$ cat src/rtl/ntps_rst_pkg.sv
`default_nettype none
// ----------------------------------------------------------------------------
// ntps_rst_pkg : shared types, constants and sizing helper for ntps_rst_seq
// Rev 1.0
// ----------------------------------------------------------------------------
package ntps_rst_pkg;

  typedef enum logic [1:0] {
    HOLD       = 2'd0,
    REL_PERIPH = 2'd1,
    REL_MB     = 2'd2,
    RUN        = 2'd3
  } state_e;

  localparam int RST_COUNT_W = 8;

  // Wide enough to hold the largest of the three timing parameters itself.
  function automatic int cnt_width(input int hold, input int gap, input int filt);
    int m;
    m = hold;
    if (gap > m) m = gap;
    if (filt > m) m = filt;
    return (m < 1) ? 1 : $clog2(m + 1);
  endfunction

endpackage
`default_nettype wire

$ cat src/rtl/ntps_rst_sync.sv
`default_nettype none
// ----------------------------------------------------------------------------
// ntps_rst_sync : 2-FF synchroniser with parametrised reset value
// Rev 1.0
// ----------------------------------------------------------------------------
module ntps_rst_sync #(
  parameter logic RST_VAL = 1'b0
) (
  input  logic clk_i,
  input  logic rst_ni,
  input  logic d_i,
  output logic q_o
);

  logic meta_q;
  logic sync_q;

  always_ff @(posedge clk_i or negedge rst_ni) begin
    if (!rst_ni) begin
      meta_q <= RST_VAL;
      sync_q <= RST_VAL;
    end else begin
      meta_q <= d_i;
      sync_q <= meta_q;
    end
  end

  assign q_o = sync_q;

endmodule
`default_nettype wire

$ cat src/rtl/ntps_rst_seq.sv
`default_nettype none
// ----------------------------------------------------------------------------
// ntps_rst_seq : staged reset sequencer (bus, peripherals in order, MicroBlaze)
// Optional per-channel software reset pulses with NTPS_RST_SWRST_EN.  Rev 1.0
// ----------------------------------------------------------------------------
module ntps_rst_seq
  import ntps_rst_pkg::*;
#(
  parameter int   NUM_PERIPH    = 2,
  parameter int   HOLD_CYCLES   = 16,
  parameter int   STAGE_GAP     = 4,
  parameter int   FILTER_CYCLES = 4,
  parameter logic AUX_RST_POL   = 1'b1
) (
  input  logic                   slowest_sync_clk,
  input  logic                   ext_reset_in,
  input  logic                   aux_reset_in,
  input  logic                   mb_debug_sys_rst,
  input  logic                   dcm_locked,
`ifdef NTPS_RST_SWRST_EN
  input  logic [NUM_PERIPH-1:0]  sw_rst_req,
`endif
  output logic                   mb_reset,
  output logic                   bus_struct_reset,
  output logic [NUM_PERIPH-1:0]  peripheral_reset,
  output logic                   interconnect_aresetn,
  output logic [NUM_PERIPH-1:0]  peripheral_aresetn,
  output logic                   reset_done,
  output logic [RST_COUNT_W-1:0] reset_count
);

  localparam int CW = cnt_width(HOLD_CYCLES, STAGE_GAP, FILTER_CYCLES);
  localparam int IW = (NUM_PERIPH > 1) ? $clog2(NUM_PERIPH) : 1;
  localparam logic [CW-1:0] HOLD_LAST = CW'(HOLD_CYCLES - 1);
  localparam logic [CW-1:0] GAP_LAST  = CW'(STAGE_GAP - 1);
  localparam logic [CW-1:0] FILT_LAST = CW'(FILTER_CYCLES - 1);
  localparam logic [IW-1:0] IDX_LAST  = IW'(NUM_PERIPH - 1);

  logic rst_int_n;
  logic aux_s;
  logic dbg_s;
  logic lock_s;

  ntps_rst_sync #(.RST_VAL(1'b0)) u_sync_rst (
    .clk_i(slowest_sync_clk), .rst_ni(ext_reset_in), .d_i(1'b1), .q_o(rst_int_n));
  ntps_rst_sync #(.RST_VAL(~AUX_RST_POL)) u_sync_aux (
    .clk_i(slowest_sync_clk), .rst_ni(ext_reset_in), .d_i(aux_reset_in), .q_o(aux_s));
  ntps_rst_sync #(.RST_VAL(1'b0)) u_sync_dbg (
    .clk_i(slowest_sync_clk), .rst_ni(ext_reset_in), .d_i(mb_debug_sys_rst), .q_o(dbg_s));
  ntps_rst_sync #(.RST_VAL(1'b0)) u_sync_lock (
    .clk_i(slowest_sync_clk), .rst_ni(ext_reset_in), .d_i(dcm_locked), .q_o(lock_s));

  logic          aux_act;
  logic          aux_trig;
  logic          trig;
  logic [CW-1:0] filt_q;

  assign aux_act  = (aux_s == AUX_RST_POL);
  assign aux_trig = aux_act && (filt_q == FILT_LAST);
  assign trig     = aux_trig | dbg_s | ~lock_s;

  // Counts consecutive active cycles, saturating at the trigger threshold.
  always_ff @(posedge slowest_sync_clk or negedge rst_int_n) begin
    if (!rst_int_n) begin
      filt_q <= '0;
    end else if (!aux_act) begin
      filt_q <= '0;
    end else if (filt_q != FILT_LAST) begin
      filt_q <= filt_q + 1'b1;
    end
  end

  state_e                 state_q;
  logic [CW-1:0]          cnt_q;
  logic [IW-1:0]          idx_q;
  logic                   mb_q;
  logic                   bus_q;
  logic [NUM_PERIPH-1:0]  per_q;
  logic                   done_q;
  logic [RST_COUNT_W-1:0] evt_q;
`ifdef NTPS_RST_SWRST_EN
  localparam logic [CW-1:0] SW_START = CW'(STAGE_GAP);
  logic [NUM_PERIPH-1:0]  req_prev_q;
  logic [CW-1:0]          sw_cnt_q [NUM_PERIPH];
`endif

  always_ff @(posedge slowest_sync_clk or negedge rst_int_n) begin
    if (!rst_int_n) begin
      state_q <= HOLD;
      cnt_q   <= '0;
      idx_q   <= '0;
      mb_q    <= 1'b1;
      bus_q   <= 1'b1;
      per_q   <= '1;
      done_q  <= 1'b0;
      evt_q   <= '0;
`ifdef NTPS_RST_SWRST_EN
      req_prev_q <= '0;
      for (int i = 0; i < NUM_PERIPH; i++) sw_cnt_q[i] <= '0;
`endif
    end else begin
`ifdef NTPS_RST_SWRST_EN
      req_prev_q <= sw_rst_req;
`endif
      // A trigger overrides any release due on the same edge.
      if (trig) begin
        state_q <= HOLD;
        cnt_q   <= '0;
        idx_q   <= '0;
        mb_q    <= 1'b1;
        bus_q   <= 1'b1;
        per_q   <= '1;
        done_q  <= 1'b0;
        if (state_q == RUN && evt_q != '1) evt_q <= evt_q + 1'b1;
`ifdef NTPS_RST_SWRST_EN
        for (int i = 0; i < NUM_PERIPH; i++) sw_cnt_q[i] <= '0;
`endif
      end else begin
        case (state_q)
          HOLD: begin
            if (cnt_q == HOLD_LAST) begin
              cnt_q   <= '0;
              idx_q   <= '0;
              bus_q   <= 1'b0;
              state_q <= REL_PERIPH;
            end else begin
              cnt_q <= cnt_q + 1'b1;
            end
          end
          REL_PERIPH: begin
            if (cnt_q == GAP_LAST) begin
              cnt_q        <= '0;
              per_q[idx_q] <= 1'b0;
              if (idx_q == IDX_LAST) state_q <= REL_MB;
              else                   idx_q   <= idx_q + 1'b1;
            end else begin
              cnt_q <= cnt_q + 1'b1;
            end
          end
          REL_MB: begin
            if (cnt_q == GAP_LAST) begin
              cnt_q   <= '0;
              mb_q    <= 1'b0;
              done_q  <= 1'b1;
              state_q <= RUN;
            end else begin
              cnt_q <= cnt_q + 1'b1;
            end
          end
          RUN: begin
`ifdef NTPS_RST_SWRST_EN
            for (int i = 0; i < NUM_PERIPH; i++) begin
              if (sw_rst_req[i] && !req_prev_q[i]) begin
                per_q[i]    <= 1'b1;
                sw_cnt_q[i] <= SW_START;
              end else if (sw_cnt_q[i] != '0) begin
                sw_cnt_q[i] <= sw_cnt_q[i] - 1'b1;
                if (sw_cnt_q[i] == CW'(1)) per_q[i] <= 1'b0;
              end
            end
`endif
          end
          default: state_q <= HOLD;
        endcase
      end
    end
  end

  assign mb_reset             = mb_q;
  assign bus_struct_reset     = bus_q;
  assign peripheral_reset     = per_q;
  assign interconnect_aresetn = ~bus_q;
  assign peripheral_aresetn   = ~per_q;
  assign reset_done           = done_q;
  assign reset_count          = evt_q;

endmodule
`default_nettype wire

$ cat config.mk
export PLATFORM = sky130hd
export DESIGN_NAME = ntps_rst_seq
export DESIGN_NICKNAME = d
export VERILOG_FILES = /design/src/rtl/ntps_rst_pkg.sv /design/src/rtl/ntps_rst_sync.sv /design/src/rtl/ntps_rst_seq.sv
export SDC_FILE = /design/constraint.sdc
export NUM_CORES = 1
export LEC_CHECK = 0
export ABC_CLOCK_PERIOD_IN_PS = 2000
export BUFFER_PORTS_ARGS = -buffer_cell sky130_fd_sc_hd__buf_2
export CAP_MARGIN = 25
export CELL_PAD_IN_SITES_DETAIL_PLACEMENT = 1
export CELL_PAD_IN_SITES_GLOBAL_PLACEMENT = 1
export CORE_UTILIZATION = 40
export CTS_CLUSTER_DIAMETER = 150
export DETAILED_ROUTE_END_ITERATION = 10
export PLACE_DENSITY = 0.81
export SYNTH_ARGS = -nofsm -noshare
export SYNTH_HDL_FRONTEND = slang
export SYNTH_SLANG_ARGS = --single-unit
$ cat constraint.sdc
create_clock -name slowest_sync_clk -period 2 [get_ports slowest_sync_clk]
set_input_delay 0 -clock slowest_sync_clk [delete_from_list [all_inputs] [get_ports slowest_sync_clk]]
set_output_delay 0 -clock slowest_sync_clk [all_outputs]
set_load 0.03 [all_outputs]
==> impl_metrics.csv <==
group,metric,value,unit
logic_synthesis,yosys_warnings,0,
cells_and_area,area_delta_synth_final,18.9,%
cells_and_area,multi_input_comb_area,694,µm²
setup_path,worst_setup_path_end_kind,"register",
grt,initial_antenna_violation_count,0,
drt,drc,0,
drt,post_drt_wl_per_cell,13.8,µm
setup_path,slowest_stage_delay_cp,380,ps
sta,timing.fmax,542,MHz
clock_network,clk_root_buffer_cell,"clkbuf_8",
cells_and_area,insertedDiodeCount,0,
setup_path,worstSetupPathType,"register to register",
floorplanning,die_x,65.3,µm
logic_synthesis,yosys_most_used_dff,"dfrtp_1",
floorplanning,floorplan.initialDensity,42.8,%
logic_synthesis,count_of_mapped_cells_out_of_synthesis,144,
cells_and_area,n_fill_cell,428,
grt,grt_pass1_vias,1190,
drt,drt_pass1_iterations,4,
sta,worst_slew_margin_rel,66.8,%
cells_and_area,seq_area,856,µm²
clock_network,clock_path_buffers,2,
clock_network,clock_sinks,34,
floorplanning,core,3740,µm²
sta,total_setup_violations_reported_at_the_end_of_the_flow,0,
sta,final_worst_path_cycle_share,92.2,%
sta,timing.final.crit_period,1840,ps
logic_synthesis,yosys.cell_types.count,34,
setup_path,highest_net_fanout_along_the_worst_path,4,
sta,grt_setup_unrepaired,"false",
setup_path,critical_path.cell_chain,"ha_1, nand3_1, inv_1, ha_1, nand2_1, a22o_1, or3_1, a21oi_1",
drt,drt-total-wl,3.10,mm
cells_and_area,finalNonFillerCells,225,
floorplanning,core.rowCount,22,
clock_network,tritoncts,"built",
power_and_ir_drop,total_power,1.34,mW
logic_synthesis,synth_fp_nets,158,
setup_path,r2r.worst_path.cells,8,
sta,fin_setup_tns,0,ps
floorplanning,die_height,65.3,µm
setup_path,arrival_time_worst_endpoint,2040,ps
setup_path,cp.required,2200,ps
place,post-dp-hpwl,2.33,mm
drt,via_count,1125,
logic_synthesis,number_of_flops_mapped_to_enable_cells_by_yosys,0,
sta,drv_slew,0,
sta,worstMarginPinSlew,497,ps
cells_and_area,post_route_cells_drive_above_1_share,24.9,%
power_and_ir_drop,leakage,0.881,nW
sta,fin_skew,5.48,ps
logic_synthesis,post_synth.cell_area_avg,11.1,µm²
flow_run,cap_viol_max_count,0,
power_and_ir_drop,power.density,704,nW/µm²
floorplanning,die-area,4260,µm²
logic_synthesis,synth_area_leaders,"dfrtp_1 47%, ha_1 7.0%, dfstp_2 6.6%, xor2_1 5.5%, nand2_1 3.7%",
sta,finalHoldViolCount,0,
place,place_congestion,0.775,
cells_and_area,nNetsFinal,190,
cells_and_area,layout.cells.most_common_list,"30 x dfrtp_1, 20 x buf_2, 16 x nand2_1, 10 x xor2_1",
clock_network,cts_made_buffers,5,
place,portBuffers,20,
grt,grt_pass1_wl,5.28,mm
cells_and_area,mostFrequentLayoutCell,"dfrtp_1",
hold_path,min-delay-path-class,"primary input to async pin",
setup_path,worst_setup_path_start_kind,"register",
drt,route.antenna.remaining_nets,0,
status,run_status,"finished, final reports clean",
place,detailedPlace.worstSlack,137,ps
clock_network,post-cts-setup-buffers,0,
clock_network,insertion_delay,280,ps
cells_and_area,utilization,50.9,%
logic_synthesis,synth.ff_latch_count,34,
drt,detail_route.iter0.violations,62,
power_and_ir_drop,ir_drop,0.413,mV
grt,gr-total-overflow,0,
setup_path,critPathSlowestCell,"dfrtp_1",
clock_network,clk_pin_slew_worst_paths,70,ps
logic_synthesis,share_of_flip_flops_with_an_asynchronous_set_or_reset,100,%
logic_synthesis,synth_largest_type_area_fraction,46.8,%
drt,route.detailed.vias_per_inst,5.00,
floorplanning,io_pins,21,
sta,setup_slack,156,ps
setup_path,worst_path_most_repeated_cell,"ha_1",
logic_synthesis,synth.cell_area,1600,µm²
place,post-place-cells,213,
clock_network,cts-htree-levels,2,
grt,grt_usage,16.6,%
grt,grt_start_max_net_pins,27,
logic_synthesis,yosysSeqAreaShare,53.4,%
logic_synthesis,yosys.area.top_type,"dfrtp_1",
[cell families after synthesis]
family,Yosys count,synth area share [%]
and+or+nand+nor,51,18.7
DFF,34,53.4
AOI/OAI and AO/OA,21,8.27
xor gates and xnor gates,13,7.10
buffers and inverters,12,3.28
adders and majority gates,9,7.03
muxes,3,1.95
other,1,0.234
[cells in the mapped netlist, types with 2 or more instances]
| master | instances |
|---|---|
| dfrtp_1 | 30 |
| nand2_1 | 16 |
| xor2_1 | 10 |
| ha_1 | 9 |
| inv_1 | 9 |
| nor2_1 | 8 |
| o21ai_0 | 8 |
| a21oi_1 | 5 |
| dfstp_2 | 4 |
| nand3_1 | 4 |
| and2_1 | 3 |
| nand2b_1 | 3 |
| nand4_1 | 3 |
| nor3_1 | 3 |
| xnor2_1 | 3 |
| clkbuf_1 | 2 |
| mux2i_1 | 2 |
| nor4_1 | 2 |
| nor4_2 | 2 |
| nor4b_4 | 2 |
| o211ai_1 | 2 |
| or3_1 | 2 |
[routing by layer]
metal,routed length [µm],global-route usage (%)
met1,1370,19.3
met4,38,4.89
met5,0,0
met3,108,4.69
met2,1590,29.5
[worst paths after layout]
check / end / from / slack (ps)
max in group asynchronous: bus_struct_reset / u_sync_rst.q_o / 1470
worst max-delay path: state_q[1] / cnt_q[0] / 160
worst max register to register: state_q[1] / cnt_q[0] / 160
min in group slowest_sync_clk: u_sync_aux.q_o / u_sync_aux.meta_q / 350
worst min-delay path: u_sync_rst.q_o / ext_reset_in / 100
worst min register to register: filt_q[3] / u_sync_rst.q_o / 230
[flip-flops by register name, summed over array words and instances (netlist names), 2 cells and up]
name,cells
reset_count,8
cnt_q,5
filt_q,5
peripheral_reset,2
state_q,2
[area by class of cell]
cell class              count  area share [%]
clock buffers               7            4.53
flip-flops and latches     34            44.9
inverters                   9            1.77
multi-input cells          98            36.4
well taps                  48            3.15
clock inverters             1           0.263
repair buffers             28            8.93
[power by group]
| part | total, mW | switching (mW) | internal (mW) |
|---|---|---|---|
| registers | 0.730 | 0.0191 | 0.710 |
| clock network | 0.517 | 0.240 | 0.278 |
| logic | 0.0937 | 0.0489 | 0.0447 |
[what timing repair did]
item	4_1_cts	5_1_grt
gates resized for setup	0	0
hold endpoints to repair	11	0
hold buffers	4	0
[through the flow]
stage                     cell area, µm²  hold WS (ps)
after detailed placement            1770          -154
after global placement              1770          -163
after floorplan                     1600          -296
after global routing                1910           108
after CTS                           1910          78.1
final                               1910          96.1
[worst max-delay path, delay by kind of cell (launching register included)]
family | cells | cell delay [ps]
AND/OR/NAND/NOR | 3 | 520
AO/OA/AOI/OAI | 2 | 420
flip-flops | 1 | 380
adder cells (fa/ha/maj) | 2 | 350
buffers and inverters | 1 | 80
Note: power is estimated with default switching activity, not from simulation.
